`config.mk`:
```
export PLATFORM = sky130hd
export DESIGN_NAME = seg_scan
export DESIGN_NICKNAME = d
export VERILOG_FILES = /design/src/rtl/seg_pkg.sv /design/src/rtl/seg_scan_decode.sv /design/src/rtl/seg_scan.sv
export SDC_FILE = /design/constraint.sdc
export NUM_CORES = 1
export LEC_CHECK = 0
export ABC_AREA = 1
export CORE_MARGIN = 2
export CORE_UTILIZATION = 50
export DETAILED_ROUTE_END_ITERATION = 10
export PLACE_DENSITY = 0.82
export RECOVER_POWER = 50
export SLEW_MARGIN = 30
export SYNTH_ARGS = -nofsm -noshare
export SYNTH_HDL_FRONTEND = slang
export SYNTH_SLANG_ARGS = --single-unit
```
`constraint.sdc`:
```
create_clock -name clk -period 2.5 [get_ports clk]
set_input_delay 0.5 -clock clk [delete_from_list [all_inputs] [get_ports clk]]
set_output_delay 0.5 -clock clk [all_outputs]
set_load 0.02 [all_outputs]
```
`src/rtl/seg_pkg.sv`:
```
// Shared constants for the multiplexed seven-segment scanner: glyph table,
// blank pattern and segment bit positions.
package seg_pkg;

    localparam int SEG_A  = 0;
    localparam int SEG_B  = 1;
    localparam int SEG_C  = 2;
    localparam int SEG_D  = 3;
    localparam int SEG_E  = 4;
    localparam int SEG_F  = 5;
    localparam int SEG_G  = 6;
    localparam int SEG_DP = 7;

    localparam logic [7:0] SEG_BLANK = 8'h00;

    // Active-high a..g patterns, entry n is the glyph for hex digit n.
    localparam logic [15:0][6:0] GLYPH = {
        7'h71, 7'h79, 7'h5E, 7'h39,   // F E d C
        7'h7C, 7'h77, 7'h6F, 7'h7F,   // b A 9 8
        7'h07, 7'h7D, 7'h6D, 7'h66,   // 7 6 5 4
        7'h4F, 7'h5B, 7'h06, 7'h3F    // 3 2 1 0
    };

    function automatic logic [6:0] glyph_of(input logic [3:0] digit);
        return GLYPH[digit];
    endfunction

endpackage

```
`src/rtl/seg_scan_decode.sv`:
```
// Combinational hex-to-segment decoder producing an active-high pattern,
// with the a..g field optionally blanked and the dp bit passed through.
module seg_decode
    import seg_pkg::*;
(
    input  logic [3:0] digit,
    input  logic       dp,
    input  logic       blank,
    output logic [7:0] pattern
);

    always_comb begin
        pattern                = SEG_BLANK;
        pattern[SEG_G:SEG_A]   = blank ? 7'h00 : glyph_of(digit);
        pattern[SEG_DP]        = dp;
    end

endmodule

```
`src/rtl/seg_scan.sv`:
```
// Multiplexed seven-segment driver: prescaled digit scan, frame-synchronous
// shadow register, leading-zero blanking, PWM brightness and ghost blanking.
module seg_scan
    import seg_pkg::*;
#(
    parameter int NUM_DIGITS     = 3,
    parameter int SEL_W          = 3,
    parameter int SEL_BASE       = 4,
    parameter int DIV            = 50000,
    parameter int GUARD          = 1,
    parameter int PWM_W          = 3,
    parameter int ACTIVE_LOW_SEG = 0
) (
    input  logic                    clk,
    input  logic                    rst_n,
    input  logic                    en,
    input  logic                    load,
    input  logic [4*NUM_DIGITS-1:0] val,
    input  logic [NUM_DIGITS-1:0]   dp,
    input  logic                    blank_lz,
    input  logic [PWM_W-1:0]        bright,
    output logic [SEL_W-1:0]        sel,
    output logic [7:0]              seg,
    output logic                    frame_tick
);

    localparam int CNT_W = (DIV > 1) ? $clog2(DIV) : 1;
    localparam int IDX_W = (NUM_DIGITS > 1) ? $clog2(NUM_DIGITS) : 1;

    localparam logic [CNT_W-1:0] CNT_LAST  = CNT_W'(DIV - 1);
    localparam logic [IDX_W-1:0] IDX_LAST  = IDX_W'(NUM_DIGITS - 1);
    localparam logic [CNT_W-1:0] GUARD_END = CNT_W'(GUARD);
    localparam logic [SEL_W-1:0] SEL_FIRST = SEL_W'(SEL_BASE);
    localparam logic [7:0]       SEG_OFF   = (ACTIVE_LOW_SEG != 0) ? ~SEG_BLANK : SEG_BLANK;

    function automatic logic [7:0] to_pins(input logic [7:0] pattern);
        return (ACTIVE_LOW_SEG != 0) ? ~pattern : pattern;
    endfunction

    logic [CNT_W-1:0]        cnt;
    logic [CNT_W-1:0]        cnt_nxt;
    logic [IDX_W-1:0]        idx;
    logic [IDX_W-1:0]        idx_nxt;
    logic [PWM_W-1:0]        pwm;
    logic [PWM_W-1:0]        pwm_nxt;
    logic                    run;
    logic                    slot_end;
    logic                    boundary;

    logic                    pending;
    logic [4*NUM_DIGITS-1:0] pend_val;
    logic [NUM_DIGITS-1:0]   pend_dp;
    logic [4*NUM_DIGITS-1:0] shadow_val;
    logic [4*NUM_DIGITS-1:0] shadow_val_nxt;
    logic [NUM_DIGITS-1:0]   shadow_dp;
    logic [NUM_DIGITS-1:0]   shadow_dp_nxt;

    logic [NUM_DIGITS-1:0]   lz_mask;
    logic                    zero_above;
    logic [3:0]              digit_cur;
    logic                    dp_cur;
    logic                    blank_cur;
    logic [7:0]              pattern;
    logic                    lit;
    logic                    guard;
    logic [7:0]              seg_nxt;

    // Scan counters. The first enabled edge after idle or reset (run low)
    // parks everything at slot 0 and is treated as a frame boundary.
    always_comb begin
        slot_end = (cnt == CNT_LAST);
        boundary = en && (!run || (slot_end && (idx == IDX_LAST)));
        cnt_nxt  = '0;
        idx_nxt  = '0;
        pwm_nxt  = '0;
        if (en && run) begin
            cnt_nxt = slot_end ? '0 : cnt + CNT_W'(1);
            idx_nxt = idx;
            if (slot_end) begin
                idx_nxt = (idx == IDX_LAST) ? '0 : idx + IDX_W'(1);
            end
            pwm_nxt = pwm + PWM_W'(1);
        end
    end

    // A load coinciding with the boundary bypasses the pending register.
    always_comb begin
        shadow_val_nxt = shadow_val;
        shadow_dp_nxt  = shadow_dp;
        if (boundary) begin
            if (load) begin
                shadow_val_nxt = val;
                shadow_dp_nxt  = dp;
            end else if (pending) begin
                shadow_val_nxt = pend_val;
                shadow_dp_nxt  = pend_dp;
            end
        end
    end

    always_ff @(posedge clk or negedge rst_n) begin
        if (!rst_n) begin
            cnt        <= '0;
            idx        <= '0;
            pwm        <= '0;
            run        <= 1'b0;
            pending    <= 1'b0;
            shadow_val <= '0;
            shadow_dp  <= '0;
        end else begin
            cnt        <= cnt_nxt;
            idx        <= idx_nxt;
            pwm        <= pwm_nxt;
            run        <= en;
            shadow_val <= shadow_val_nxt;
            shadow_dp  <= shadow_dp_nxt;
            if (boundary) begin
                pending <= 1'b0;
            end else if (load) begin
                pending <= 1'b1;
            end
        end
    end

    // Pending data is qualified by the pending flag, so it needs no reset.
    always_ff @(posedge clk) begin
        if (load && !boundary) begin
            pend_val <= val;
            pend_dp  <= dp;
        end
    end

    // Digit i is a leading zero when it and every more significant digit is zero.
    always_comb begin
        zero_above = 1'b1;
        lz_mask    = '0;
        for (int i = NUM_DIGITS - 1; i > 0; i--) begin
            zero_above = zero_above && (shadow_val_nxt[4*i +: 4] == 4'h0);
            lz_mask[i] = blank_lz && zero_above;
        end
    end

    always_comb begin
        digit_cur = 4'h0;
        dp_cur    = 1'b0;
        blank_cur = 1'b0;
        for (int i = 0; i < NUM_DIGITS; i++) begin
            if (idx_nxt == IDX_W'(i)) begin
                digit_cur = shadow_val_nxt[4*i +: 4];
                dp_cur    = shadow_dp_nxt[i];
                blank_cur = lz_mask[i];
            end
        end
    end

    seg_decode u_decode (
        .digit   (digit_cur),
        .dp      (dp_cur),
        .blank   (blank_cur),
        .pattern (pattern)
    );

    // Pins are computed from next-state values so sel, seg and frame_tick
    // all reflect the same slot and cycle as the counters.
    always_comb begin
        lit     = (bright == '1) || (pwm_nxt < bright);
        guard   = (cnt_nxt < GUARD_END);
        seg_nxt = (en && lit && !guard) ? to_pins(pattern) : SEG_OFF;
    end

    always_ff @(posedge clk or negedge rst_n) begin
        if (!rst_n) begin
            sel        <= SEL_FIRST;
            seg        <= SEG_OFF;
            frame_tick <= 1'b0;
        end else begin
            sel        <= SEL_FIRST + SEL_W'(idx_nxt);
            seg        <= seg_nxt;
            frame_tick <= boundary;
        end
    end

endmodule

```
* After elaboration in Yosys (flattened, before gate mapping)
Memories as Yosys holds them, arrays and structs flattened. Index checks and enable logic that the tools add are counted.
Word-level totals: bits in registers 65, ROM bits 112, input bits 23, output and inout port bits 12, logic and storage cells 68, memories 1
Operators by class: add/subtract/negate cells 4, order comparisons 3, equal/unequal tests 5, muxes and demuxes 25, reductions and logical operators 18
Memory list:
- (name not given) | words 16, bits a word 7, rd ports 1, clocked after Yosys merged registers in 0, write ports 0, line seg_pkg.sv:25 | return GLYPH[digit];
Operators with widths (count):
- $mux 12 | 3
- $mux 16 | 2
- $add 16x1->16 const B | 1
- $eq 16x16->1 const B | 1
- $lt 16x1->1 const B | 1
- $mux 7 | 2
- $mux 3 | 4
- $mux 4 | 3
- $logic_and 1x1->1 | 9
- $logic_not 4->1 | 2
- $mux 8 | 1
- $mux 1 | 7
- $mux 2 | 3
- $lt 4x5->1 const B | 1
- $eq 2x2->1 const B | 2
- $add 3x1->3 const B | 1
- $add 3x2->3 const A | 1
- $eq 3x3->1 const B | 1
- $logic_not 1->1 | 3
- $lt 3x3->1 | 1
- $add 2x1->2 const B | 1
- $eq 2x1->1 const B | 1
- $logic_not 2->1 | 1
- $logic_or 1x1->1 | 2
- $reduce_bool 2->1 | 1

* Depth between registers and ports, before layout
Gate-level depths: netlist of the first run.
word-level depth 12, mapped depth 19, gate-level depth less buffers 18

* Cells and area by module
A second synthesis of the first run with hierarchy kept.
Unflattened totals: cells, all modules 415, area total of the unflattened synthesis 3374.5 µm²
Modules (own cells, without submodules):
- seg_scan | instances 1, cells an instance 360, area an instance 3046.7 µm², sequential area each 1626.6 µm²
- seg_decode | instances 1, cells an instance 55, area an instance 327.8 µm², sequential area each 0.0 µm²

* Least setup slack after synthesis of the first run
Ideal clock, no wire load.
path kind register -> register, start point register cnt[0], end point register seg[3], setup time 0.119 ns, arrival 2.127 ns, data required time 2.381 ns, path slack 0.253 ns, cell stages (with the launch flop) 17, path buffers 1, period minus slack after synthesis 2.247 ns, path through dfrtp_1 > ha_1 > nand3_2 > nor2_1 > nand3_1 > nand2_4 > nand2_4 > buf_6 > o21ai_1 > nand2_1 > nand3_1 > inv_1 > ha_1 > nand2_1 > nand3_1 > nand2_1 > nor2_1
On the way: cells in the longest elaborated chain, start to end 12, elaborated cells between the ends (all ways) 30, those cells by class add/sub (1); order compare (1); eq/ne (3); mux (13); reduce/logical (11); memory (1)
RTL lines:
- start: declaration | line seg_scan.sv:40 | logic [CNT_W-1:0] cnt;
- start signal: assignment | line seg_scan.sv:111 | cnt <= cnt_nxt;
- $eq 16x16->1 | line seg_scan.sv:71 | slot_end = (cnt == CNT_LAST);
- $logic_and 1x1->1 | line seg_scan.sv:72 | boundary = en && (!run || (slot_end && (idx == IDX_LAST)));
- $logic_or 1x1->1 | line seg_scan.sv:72
- $logic_and 1x1->1 | line seg_scan.sv:72
- $mux 12 | line seg_scan.sv:90 | if (boundary) begin
- net shadow_val_nxt[0] | line seg_scan.sv:54 | logic [4*NUM_DIGITS-1:0] shadow_val_nxt;
- $mux 4 (3 in a row) | line seg_scan.sv:148 | if (idx_nxt == IDX_W'(i)) begin
- $mem_v2 16x7
- $mux 7 (not written as such) | line seg_pkg.sv:25
- $mux 7 | line seg_scan_decode.sv:14 | pattern[SEG_G:SEG_A] = blank ? 7'h00 : glyph_of(digit);
- $mux 8 | line seg_scan.sv:168 | seg_nxt = (en && lit && !guard) ? to_pins(pattern) : SEG_OFF;
- net seg_nxt[3] | line seg_scan.sv:66 | logic [7:0] seg_nxt;
- end signal: assignment | line seg_scan.sv:178 | seg <= seg_nxt;
- end: declaration | line seg_scan.sv:23 | output logic [7:0] seg,
The timed path passes the listed nets, and every way through them passes these cells. The select of a mux whose other input is x is not followed. A chain may end at the register's enable or synchronous reset.

* Worst setup path in the final report of the first run
start point register cnt[0], end point register seg[4]
On the way: cells in the longest elaborated chain, start to end 12, elaborated cells between the ends (all ways) 30, those cells by class add/sub (1); order compare (1); eq/ne (3); mux (13); reduce/logical (11); memory (1)
RTL lines (line):
- $eq 16x16->1 (*) | seg_scan.sv:71
- $logic_and 1x1->1 (*) | seg_scan.sv:72
- $logic_or 1x1->1 (*) | seg_scan.sv:72
- $logic_and 1x1->1 (*) | seg_scan.sv:72
- $mux 12 (*) | seg_scan.sv:90
- net shadow_val_nxt[8] | seg_scan.sv:54
- branches (longest 5 deep; another with $mem_v2 16x7)
- $mux 7 (*) | seg_scan_decode.sv:14
- $mux 8 (*) | seg_scan.sv:168
- net seg_nxt[4] | seg_scan.sv:66
Mark *: on every way through the listed nets, which the timed path passes. The select of a mux whose other input is x is not followed.

==> flow_metrics.env, run 1 <==
export IMPL_cts_made_buffers=9
export IMPL_dieArea_sq_um=7660
export IMPL_end_kind="register"
export IMPL_grt_met1_usage_pct=30.4
export IMPL_htreeDepth=3
export IMPL_pin_count=35
export IMPL_setup_slack_ns=0.131
export IMPL_worstPathRequired_ns=2.74
export IMPL_drt_iter0_markers=160
export IMPL_synth_mux_area_share_pct=0
export IMPL_power_density_nw_per_um2=573
export IMPL_drive_above_1_share_pct=15.9
export IMPL_synthTopCellsByArea="dfrtp_1 34%, nand2_1 15%, edfxtp_1 13%"
export IMPL_place_area_sq_um=4070
export IMPL_status="finished, final reports clean"
export IMPL_yosysWarnings=0
export IMPL_cts_root_buf="clkbuf_8"
export IMPL_critPathTopFamily="simple AND/OR/NAND/NOR gates"
export IMPL_power_switching_w=0.000725
export IMPL_fp_dieW_microns=87.5
export IMPL_path_clk_slew_ns=0.07
export IMPL_internal_power_w=0.00176
export IMPL_vias=3098
export IMPL_nets=544
export IMPL_max_freq_mhz=422
export IMPL_worstPathMaxFanout=7
export IMPL_crit_path_frequent_cell="nor2_1"
export IMPL_synth_cell_types=38
export IMPL_comb_power_share_pct=18.1
export IMPL_synth_seq_cells=62
export IMPL_ant_nets=0
export IMPL_clk_latency_ns=0.35
export IMPL_finalInstanceArea_sq_um=4330
export IMPL_setup_viol=0
export IMPL_postCtsHoldBufs=0
export IMPL_cp_cell_sequence="ha_4, nand3_2, nor2_1, nand3_1, nand2_4, buf_12, nand3b_1, nand2_1, nand2_1, nand3_1, buf_4, ha_1, nand4_1, nor2_1, nor2_1"
export IMPL_p_seq_share_pct=46.1
export IMPL_port_buffers=33
export IMPL_grt_usage_pct=22.5
export IMPL_drv_slew=0
export IMPL_clkPwrFrac_pct=35.9
export IMPL_synth_edf_count=15
export IMPL_netlist_area_sq_um=3490
export IMPL_grt_pass1_vias=3014
export IMPL_ir_drop_mv=0.290
export IMPL_tightest_slew_ns=1.21
export IMPL_slew_headroom_pct=19.3
export IMPL_cpPeakStageDelay_ns=0.41
export IMPL_dr_pass1_iters=5
export IMPL_yosys_area_share_adder_pct=3.59
export IMPL_hold_class="input pin to asynchronous set/reset pin"
export IMPL_globalRouteMet3Util_pct=3.41
export IMPL_core_sq_um=6760
export IMPL_grt_first_pass_wirelength_microns=13400
export IMPL_yosys_area_share_simple_pct=35.1
export IMPL_synth_top_family_by_area="simple AND/OR/NAND/NOR gates"
export IMPL_yosysTopAreaCellShare_pct=33.7
export IMPL_dp_hpwl_microns=6000
export IMPL_crit_arrival_ns=2.61
export IMPL_synth_compound_area_share_pct=6.24
export IMPL_clockBufferDepth=2
export IMPL_diodes=0
export IMPL_synth_ff_type="dfrtp_1"
export IMPL_syn_to_final_growth_pct=24.3
export IMPL_synth_nets=479
export IMPL_p_leak_nw=2.17
export IMPL_cp_depth=15
export IMPL_gp_congestion=0.905
export IMPL_syn_avg_cell_area_sq_um=7.82
export IMPL_cts_tree="built"
export IMPL_r2r_cells=15
export IMPL_yosys_top_cells_count="135 x nand2_1, 57 x inv_1, 50 x nor2_1"
export IMPL_maxCapViolations=0
export IMPL_critPathBufInv=2
export IMPL_path_class="register to register"
export IMPL_finalCriticalPeriod_ns=2.37
export IMPL_startpoint_type="register"
export IMPL_grt_max_degree=26
export IMPL_yosysTopAreaCell="dfrtp_1"
export IMPL_worstSetupEndpoint="seg[4]"
export IMPL_ys_seq_area_share_pct=46.6
export IMPL_hold_violations=0
export IMPL_reg2reg_slack_ns=0.13
export IMPL_synth_xor_area_share_pct=0.502
export IMPL_crit_slowest_cell="dfrtp_1"
export IMPL_avgRoutedWirePerCell_microns=13.5
export IMPL_vias_per_cell=5.20
export IMPL_sw_frac_of_total_pct=29.2
export IMPL_cp_startpoint="cnt[0]"
export IMPL_timing_rr_start="cnt[0]"
export IMPL_antenna_found_initial=0
export IMPL_wl_microns=8070
export IMPL_grt_most_used_layer="met2"
export IMPL_start_util_pct=51.6
export IMPL_grtUsageMet2_pct=34.7
export IMPL_r2r_end="seg[4]"
export IMPL_drc=0
export IMPL_finClkSkew_ns=0.00686
export IMPL_gr_total_overflow=0
export IMPL_synthCells=446
export IMPL_synth_most_common_cell="nand2_1"
export IMPL_timing_final_crit_share_pct=94.7
export IMPL_cts_sinks=62
export IMPL_place_ws_ns=-0.172
export IMPL_die_h_microns=87.5
export IMPL_async_flop_share_pct=75.8
export IMPL_std_cell_rows=30
==> placed cells by master (no fill, tap or decap), types with 6 or more instances in the layout <==
cell type,count
nand3_1,41
clkdlybuf4s50_1,17
dfrtp_1,43
inv_1,57
nand2_1,133
nand4_1,9
nor2_4,6
buf_4,24
nand2_2,9
edfxtp_1,15
a21oi_1,16
dlygate4sd3_1,15
nor2_1,48
clkbuf_8,9
ha_1,8
==> what timing repair did <==
item,CTS,global route
gates resized for setup,0,15
setup buffers,0,3
endpoints found under the setup margin,0,7
==> area by class of cell <==
| class | count | area [sq um] |
|---|---|---|
| multi-input combinational | 316 | 1640 |
| clock inverter | 7 | 75.1 |
| clock buffer | 9 | 124 |
| tap | 80 | 100 |
| sequential | 62 | 1630 |
| inverter | 62 | 233 |
| timing repair buffer | 60 | 533 |
| fill | 569 | 2420 |
==> power groups by stage <==
stage               combinational [W]  sequential, W  clock [W]
finish                       0.000448        0.00114   0.000890
global placement             0.000432        0.00116          0
detailed placement           0.000445        0.00116          0
CTS                          0.000449        0.00114   0.000905
floorplan                    0.000251        0.00117          0
global route                 0.000504        0.00115   0.000946
==> metrics by stage <==
stage | util (%) | hold WS (ns) | total power, W | instances | setup TNS (ns)
after detailed placement | 60.2 | 0.465 | 0.00161 | 577 | -0.849
after floorplan | - | 0.204 | 0.00142 | 446 | 0
after CTS | 63.1 | 0.135 | 0.00250 | 593 | 0
after global routing | 64.1 | 0.485 | 0.00260 | 596 | -0.0104
after global placement | 60.2 | 0.450 | 0.00159 | 577 | -0.243
final | 64.1 | 0.383 | 0.00248 | 596 | 0
==> worst register-to-register path: stages (launching register included) <==
cell	delay, ns
dfrtp_1	0.41
ha_4	0.16
nand3_2	0.11
nor2_1	0.13
nand3_1	0.13
nand2_4	0.13
buf_12	0.12
nand3b_1	0.08
nand2_1	0.13
nand2_1	0.07
nand3_1	0.10
buf_4	0.15
ha_1	0.22
nand4_1	0.14
nor2_1	0.14
nor2_1	0.06
==> layer usage <==
metal | part of all wire [%] | routed length (microns) | up-vias
met5 | 0 | 0 | -
met2 | 47 | 3750 | 105
met4 | 2.2 | 179 | 0
met3 | 5.3 | 425 | 17
li1 | - | - | 1554
met1 | 46 | 3710 | 1422
==> sequential cells by signal (all words and copies together), names as in the netlist <==
name,cells
cnt,16
pend_val,12
shadow_val,12
seg,8
pend_dp,3
pwm,3
shadow_dp,3
sel,2
frame_tick,1
pending,1
run,1
==> cells by family after synthesis <==
group                    Yosys count
AO/OA/AOI/OAI                     36
AND/OR/NAND/NOR                  267
adder cells (fa/ha/maj)           10
buffers and inverters             68
other                              1
flip-flops                        62
XOR/XNOR                           2
==> worst min-delay path by stage <==
stage	startpoint	cells after the start	slack, ns	to
6_report	rst_n	1	0.38	cnt[14]
5_1_grt	rst_n	1	0.48	seg[0]
4_1_cts	rst_n	1	0.14	cnt[14]
3_5_place_dp	pwm[0]	1	0.47	pwm[0]
3_3_place_gp	pwm[0]	1	0.45	pwm[0]
2_1_floorplan	rst_n	0	0.20	cnt[0]
(Power assumes the default switching activity.)
==> run 2: changes to the inputs <==
MAX_ROUTING_LAYER = met4   (was default)
==> flow_metrics.env, run 2 (synthesis results as in run 1) <==
export IMPL_status="finished with violations"
export IMPL_violations="max-capacitance violations, max-slew violations"
export IMPL_cts_made_buffers=9
export IMPL_port_buffers=33
export IMPL_cp_cell_sequence="ha_2, nand3_2, nor2_2, nand3_2, nand2_4, buf_4, nand3b_1, nand2_1, nand2_1, nand3_2, buf_4, ha_1, inv_1, nand2_1, nand3_1, nand2_1, nor2_1"
export IMPL_gp_congestion=0.928
export IMPL_cts_root_buf="clkbuf_8"
export IMPL_finalInstanceArea_sq_um=4370
export IMPL_layout_commonest_cell="nand2_1"
export IMPL_grt_first_pass_wirelength_microns=13100
export IMPL_die_h_microns=87.5
export IMPL_placed_cells=580
export IMPL_ant_nets=0
export IMPL_drc=0
export IMPL_clockBufferDepth=2
export IMPL_max_freq_mhz=425
export IMPL_critPathTopFamily="simple AND/OR/NAND/NOR gates"
export IMPL_setup_slack_ns=0.150
export IMPL_timing_final_crit_share_pct=94.0
export IMPL_drv_slew=31
export IMPL_ir_drop_mv=0.317
export IMPL_power_density_nw_per_um2=568
export IMPL_internal_power_w=0.00176
export IMPL_path_class="register to register"
export IMPL_end_kind="register"
export IMPL_fp_dieW_microns=87.5
export IMPL_largest_register="cnt"
export IMPL_slew_headroom_pct=-3.79
export IMPL_core_sq_um=6760
export IMPL_place_ws_ns=-0.185
export IMPL_syn_to_final_growth_pct=25.4
export IMPL_comb_power_share_pct=18.3
export IMPL_finish_utilization_pct=64.7
export IMPL_tightest_slew_ns=1.56
export IMPL_postCtsHoldBufs=0
export IMPL_cts_tree="built"
export IMPL_grt_usage_pct=22.7
export IMPL_pin_count=35
export IMPL_dp_hpwl_microns=5930
export IMPL_startpoint_type="register"
export IMPL_drt_iter0_markers=147
export IMPL_setup_viol=0
export IMPL_nets=550
export IMPL_top_regs="cnt: 16 flops, pend_val: 12 flops, shadow_val: 12 flops"
export IMPL_worstPathMaxFanout=5
export IMPL_worstPathRequired_ns=2.73
export IMPL_path_clk_slew_ns=0.07
export IMPL_dieArea_sq_um=7660
export IMPL_critPathBufInv=3
export IMPL_diodes=0
export IMPL_sw_frac_of_total_pct=29.1
export IMPL_clk_latency_ns=0.34
export IMPL_avgRoutedWirePerCell_microns=13.6
export IMPL_cpPeakStageDelay_ns=0.36
export IMPL_fin_tns_setup_ns=0
export IMPL_p_leak_nw=2.21
export IMPL_maxCapViolations=1
export IMPL_vias=3161
export IMPL_cts_sinks=62
export IMPL_p_seq_share_pct=46.1
export IMPL_wl_microns=8190
export IMPL_hold_class="register to register"
export IMPL_finClkSkew_ns=0.00970
export IMPL_vias_per_cell=5.25
export IMPL_drive_above_1_share_pct=17.6
export IMPL_largest_reg_flops=16
export IMPL_crit_slowest_cell="dfrtp_1"
export IMPL_htreeDepth=3
export IMPL_clkPwrFrac_pct=35.6
export IMPL_start_util_pct=51.6
export IMPL_dr_pass1_iters=5
export IMPL_crit_arrival_ns=2.58
export IMPL_fin_cells=602
export IMPL_grt_pass1_vias=2959
export IMPL_std_cell_rows=30
export IMPL_crit_path_frequent_cell="nand2_1"
export IMPL_place_area_sq_um=4080
export IMPL_power_switching_w=0.000724
export IMPL_grt_max_degree=31
export IMPL_gr_total_overflow=0
export IMPL_hold_violations=0
export IMPL_antenna_found_initial=0
export IMPL_finalCriticalPeriod_ns=2.35
export IMPL_layout_common_cells="133 x nand2_1, 56 x inv_1, 46 x nor2_1, 43 x dfrtp_1, 39 x nand3_1"
==> run 2: cell count changes in the layout (fill, tap and decap cells not counted), moves of 2 or more <==
| cell | change |
|---|---|
| buf_4 | +6 |
| clkbuf_1 | +2 |
| nand3_1 | -2 |
| nand3_2 | +2 |
| nor2_1 | -2 |
| nor2_2 | +2 |
==> run 2: path summary, 6_finish.rpt <==
kind	end	start	cells after the start	slack (ns)
max	seg[3]	cnt[0]	17	0.15
min	pwm[0]	pwm[0]	1	0.47
max in group asynchronous	shadow_val[5]	rst_n	2	0.85
min reg2reg	pwm[0]	pwm[0]	1	0.47
min in group asynchronous	run	rst_n	1	0.53
max reg2reg	seg[3]	cnt[0]	17	0.15
==> run 2: metrics by stage <==
stage | total power, W | hold WS (ns)
after floorplan | 0.00142 | 0.204
after global placement | 0.00160 | 0.451
after detailed placement | 0.00161 | 0.464
after CTS | 0.00249 | 0.201
after global routing | 0.00259 | 0.495
final | 0.00248 | 0.474
==> run 2: per-layer routing <==
layer  wire, microns  GRT usage (%)  part of all wire (%)  vias up
met1            3770           30.3                    46     1468
met2            3780           34.4                    46      110
met5               0              -                     0        -
li1                -              -                     -     1563
met4             189           10.3                   2.3        0
met3             441           3.13                   5.4       20
==> run 2: final cells by class <==
type | instances | area (sq um)
fillers | 544 | 2380
multi-input cells | 316 | 1650
flip-flops and latches | 62 | 1630
repair buffers | 66 | 563
inverters | 62 | 233
clock buffers | 9 | 124
well taps | 80 | 100
clock inverters | 7 | 75.1
==> run 2: repair_timing <==
item,CTS,global route
endpoints found under the setup margin,0,7
resized for setup,0,21
buffers inserted,0,6
==> run 2: power by group through the flow <==
| stage | Sequential (W) | Combinational, W | Clock (W) |
|---|---|---|---|
| 2_1_floorplan | 0.00117 | 0.000251 | 0 |
| 3_3_place_gp | 0.00116 | 0.000433 | 0 |
| 3_5_place_dp | 0.00116 | 0.000444 | 0 |
| 4_1_cts | 0.00115 | 0.000450 | 0.000893 |
| 5_1_grt | 0.00115 | 0.000505 | 0.000937 |
| 6_report | 0.00115 | 0.000454 | 0.000884 |
==> run 3: changes to the inputs <==
REMOVE_ABC_BUFFERS = 1   (was default)
==> flow_metrics.env, run 3 (synthesis results as in run 1) <==
export IMPL_end_kind="register"
export IMPL_placed_cells=585
export IMPL_largest_reg_flops=16
export IMPL_path_clk_slew_ns=0.08
export IMPL_largest_register="cnt"
export IMPL_start_util_pct=51.6
export IMPL_syn_to_final_growth_pct=25.9
export IMPL_multiInputGateArea_sq_um=1660
export IMPL_dp_hpwl_microns=6030
export IMPL_clockBufferDepth=2
export IMPL_diodes=0
export IMPL_cts_made_buffers=9
export IMPL_layout_common_cells="132 x nand2_1, 57 x inv_1, 45 x nor2_1, 41 x dfrtp_1, 40 x nand3_1"
export IMPL_drt_iter0_markers=228
export IMPL_grt_first_pass_wirelength_microns=13600
export IMPL_finalCriticalPeriod_ns=2.36
export IMPL_top_regs="cnt: 16 flops, pend_val: 12 flops, shadow_val: 12 flops"
export IMPL_port_buffers=33
export IMPL_tightest_slew_ns=1.05
export IMPL_hold_violations=0
export IMPL_seqCellArea_sq_um=1630
export IMPL_fin_tns_setup_ns=0
export IMPL_fill_cells=558
export IMPL_die_h_microns=87.5
export IMPL_dr_pass1_iters=4
export IMPL_gr_total_overflow=0
export IMPL_crit_slowest_cell="dfrtp_1"
export IMPL_max_freq_mhz=425
export IMPL_path_class="register to register"
export IMPL_pin_count=35
export IMPL_power_density_nw_per_um2=543
export IMPL_vias=3177
export IMPL_grt_pass1_vias=3134
export IMPL_worstPathMaxFanout=10
export IMPL_finClkSkew_ns=0.0131
export IMPL_gp_congestion=0.910
export IMPL_vias_per_cell=5.24
export IMPL_startpoint_type="register"
export IMPL_cpPeakStageDelay_ns=0.36
export IMPL_nets=554
export IMPL_cp_cell_sequence="ha_2, nand3_2, nor2_2, nand3_2, nand2_4, nand2_4, nand2_1, nand2_1, nand2_1, nand3_1, buf_4, ha_1, inv_1, nand2_1, nand2_1, nand2_1, a21oi_1"
export IMPL_fin_cells=606
export IMPL_cts_tree="built"
export IMPL_ant_nets=0
export IMPL_critPathTopFamily="simple AND/OR/NAND/NOR gates"
export IMPL_layout_commonest_cell="nand2_1"
export IMPL_slew_headroom_pct=30.3
export IMPL_clk_latency_ns=0.35
export IMPL_grt_max_degree=20
export IMPL_crit_arrival_ns=2.62
export IMPL_hold_class="input pin to asynchronous set/reset pin"
export IMPL_drive_above_1_share_pct=18.3
export IMPL_htreeDepth=3
export IMPL_critPathBufInv=2
export IMPL_maxCapViolations=0
export IMPL_antenna_found_initial=0
export IMPL_dieArea_sq_um=7660
export IMPL_p_leak_nw=2.23
export IMPL_drv_slew=0
export IMPL_drc=0
export IMPL_crit_path_frequent_cell="nand2_1"
export IMPL_setup_viol=0
export IMPL_std_cell_rows=30
export IMPL_core_sq_um=6760
export IMPL_timing_final_crit_share_pct=94.2
export IMPL_status="finished, final reports clean"
export IMPL_cts_sinks=62
export IMPL_wl_microns=8040
export IMPL_grt_usage_pct=23.5
export IMPL_ir_drop_mv=0.321
export IMPL_cts_root_buf="clkbuf_8"
export IMPL_fp_dieW_microns=87.5
export IMPL_worstPathRequired_ns=2.76
export IMPL_avgRoutedWirePerCell_microns=13.3
-- run 3: cell types whose count changed in the layout (fill, tap and decap cells not counted), sizes merged --
| cell | previous run | this run |
|---|---|---|
| buf | 30 | 34 |
| bufinv | 1 | 0 |
| clkinv | 4 | 6 |
| clkinvlp | 3 | 2 |
-- run 3: metal layers --
metal | part of all wire (%) | global-route usage [%]
met1 | 43 | 28.7
met2 | 50 | 38.2
met3 | 5.5 | 4.17
met4 | 2.1 | 9.93
met5 | 0 | -
-- run 3: layout make-up --
type	count	share of cell area, %
Multi-Input combinational cell	316	37.7
Inverter	62	5.30
Sequential cell	62	37.2
Timing Repair Buffer	70	13.5
Clock inverter	7	1.17
Tap cell	80	2.28
Clock buffer	9	2.82
-- run 3: path summary, 6_finish.rpt --
path / endpoint / start / slack [ns] / depth (start not counted)
worst max-delay path: seg[5] / cnt[0] / 0.14 / 17
worst min-delay path: cnt[12] / rst_n / 0.16 / 1
worst max register to register: seg[5] / cnt[0] / 0.14 / 17
worst min register to register: pwm[0] / pwm[0] / 0.46 / 1
max in group asynchronous: shadow_val[6] / rst_n / 0.97 / 2
min in group clk: pwm[0] / pwm[0] / 0.46 / 1
-- run 3: where the power goes --
| group | leakage, nW | total, W | internal [W] | switching, W |
|---|---|---|---|---|
| sequential | 0.751 | 0.00114 | 0.00111 | 0.0000347 |
| combinational | 1.39 | 0.000456 | 0.000194 | 0.000263 |
| clock | 0.0852 | 0.000782 | 0.000360 | 0.000423 |
| total | 2.23 | 0.00238 | 0.00166 | 0.000720 |
-- run 3: what timing repair did --
item                                   in CTS  in global routing
setup endpoints to repair                   0                  7
setup buffers                               0                  5
hold buffers                                0                  0
gates resized for setup                     0                 24
endpoints found under the hold margin       0                  0
-- run 3: per-stage QoR --
step	utilization (%)	hold WS, ns	instance area, sq um	worst slack, ns	power (W)
after floorplan	-	0.204	3450	0.284	0.00141
after global placement	60.9	0.401	4110	-0.159	0.00160
after detailed placement	60.9	0.402	4110	-0.233	0.00162
after CTS	63.5	0.0279	4290	0.0873	0.00240
after global routing	65.0	0.225	4390	-0.0211	0.00251
final	65.0	0.157	4390	0.145	0.00238
==> variant, RTL diff (flow settings as in run 3) <==
Change the parameter `SEL_W` from 3 to 2.
--- a/src/rtl/seg_scan.sv
+++ b/src/rtl/seg_scan.sv
@@ -5,5 +5,5 @@
 #(
     parameter int NUM_DIGITS     = 3,
-    parameter int SEL_W          = 3,
+    parameter int SEL_W          = 2,
     parameter int SEL_BASE       = 4,
     parameter int DIV            = 50000,
Interface: changed (resized sel); port bits go from 35 to 34. The function was not compared with the original's and may differ.
==> variant against run 3 <==
  * Non-clock buffer count unchanged
  * Highest routed layer unchanged
  * Sequential share of layout area decreased by 0.36 points
  * Total power grew 8.9%
  * Sequential cell count is the same
  * Worst setup slack improved by 0.036 ns
  * Cell area rose by 0.74%
  * Combinational power grew 3%
  * Critical endpoint unchanged
  * Clock skew is essentially flat
  * Synthesized area fell by 0.32%
  * Routed wire length is 2.0% higher
==> variant: results (changes against run 3) <==
status: "finished, final reports clean"  # unchanged
first_pass_iters: 6  # was 4
clock_skew_ns: 0.0132  # was 0.0131 ns
grt_use_met2: 0.375  # was 0.382
drive_gt1_frac: 0.166  # was 0.183
synth.avg_cell_area_um2: 7.83  # was 7.82 um^2
avgViaCountPerCell: 5.20  # was 5.24
dpl_cell_area_mm2: 0.00412  # was 0.00411 mm^2
synthTopCellsByArea: "dfrtp_1 34%, nand2_1 15%, edfxtp_1 13%"  # unchanged
p_int_w: 0.00190  # was 0.00166 W
cp.arrival_ns: 2.59  # was 2.62 ns
leakage_nw: 2.23  # about the same
grt_max_degree: 19  # was 20
synth.distinct_cells: 36  # was 38
grtUsageTotal: 0.238  # was 0.235
grt_pass1_wl_um: 13400  # was 13600 um
crit_family: "simple AND/OR/NAND/NOR gates"  # unchanged
maxSlewHeadroom: 0.381  # was 0.303
vias: 3145  # was 3177
yosys.area_share.adder: 0.0360  # was 0.0359
dr_wl_met2_um: 3980  # was 4010 um
place_congestion: 0.914  # was 0.910
yosysSeqAreaShare: 0.468  # was 0.466
met3_length_um: 325  # was 446 um
synth_compound_area_frac: 0.0626  # was 0.0624
ir_drop_v: 0.000366  # was 0.000321 V
crit_fanout: 5  # was 10
place_hpwl_um: 6110  # was 6030 um
place_ws_ns: -0.166  # was -0.233 ns
use_met1: 0.304  # was 0.287
variant: changes by cell type in the layout (fill, tap and decap cells not counted), moves of 3 or more:
cell             run 3  this run
nor2_1              45        48
dfrtp_2              6         3
clkinv_4             3         0
dfrtp_1             41        44
variant: power groups by stage:
stage          combinational [W]  clock (W)  sequential (W)
2_1_floorplan           0.000237          0         0.00117
3_5_place_dp            0.000463          0         0.00117
3_3_place_gp            0.000452          0         0.00116
6_report                0.000471   0.000976         0.00115
5_1_grt                 0.000523    0.00104         0.00115
4_1_cts                 0.000466   0.000991         0.00115
variant: timing repair:
item / in CTS / in global routing
resized for setup: 0 / 15
setup buffers: 0 / 5
setup endpoints to repair: 0 / 7
variant: logic make-up after synthesis:
family	after synthesis
simple gates	267
flops	62
xor+xnor	2
compound gates	36
buf+inv	67
fa+ha+maj	10
variant: final timing paths:
| path | from | end | slack, ns | depth (start not counted) |
|---|---|---|---|---|
| max | cnt[1]$_DFF_PN0_ | seg[5]$_DFF_PN0_ | 0.18 | 17 |
| min | rst_n | cnt[11]$_DFF_PN0_ | 0.27 | 1 |
| max reg2reg | cnt[1]$_DFF_PN0_ | seg[5]$_DFF_PN0_ | 0.18 | 17 |
| min reg2reg | pwm[0]$_DFF_PN0_ | pwm[0]$_DFF_PN0_ | 0.50 | 1 |
| max in group asynchronous | rst_n | cnt[4]$_DFF_PN0_ | 0.95 | 2 |
| min in group clk | pwm[0]$_DFF_PN0_ | pwm[0]$_DFF_PN0_ | 0.50 | 1 |
variant: cell type report:
type                       count  area (um^2)
multi-input combinational    315         1630
tap                           80          100
clock buffer                  12          145
clock inverter                 4         71.3
inverter                      62          233
fill                         566         2330
sequential                    62         1630
timing repair buffer          70          618
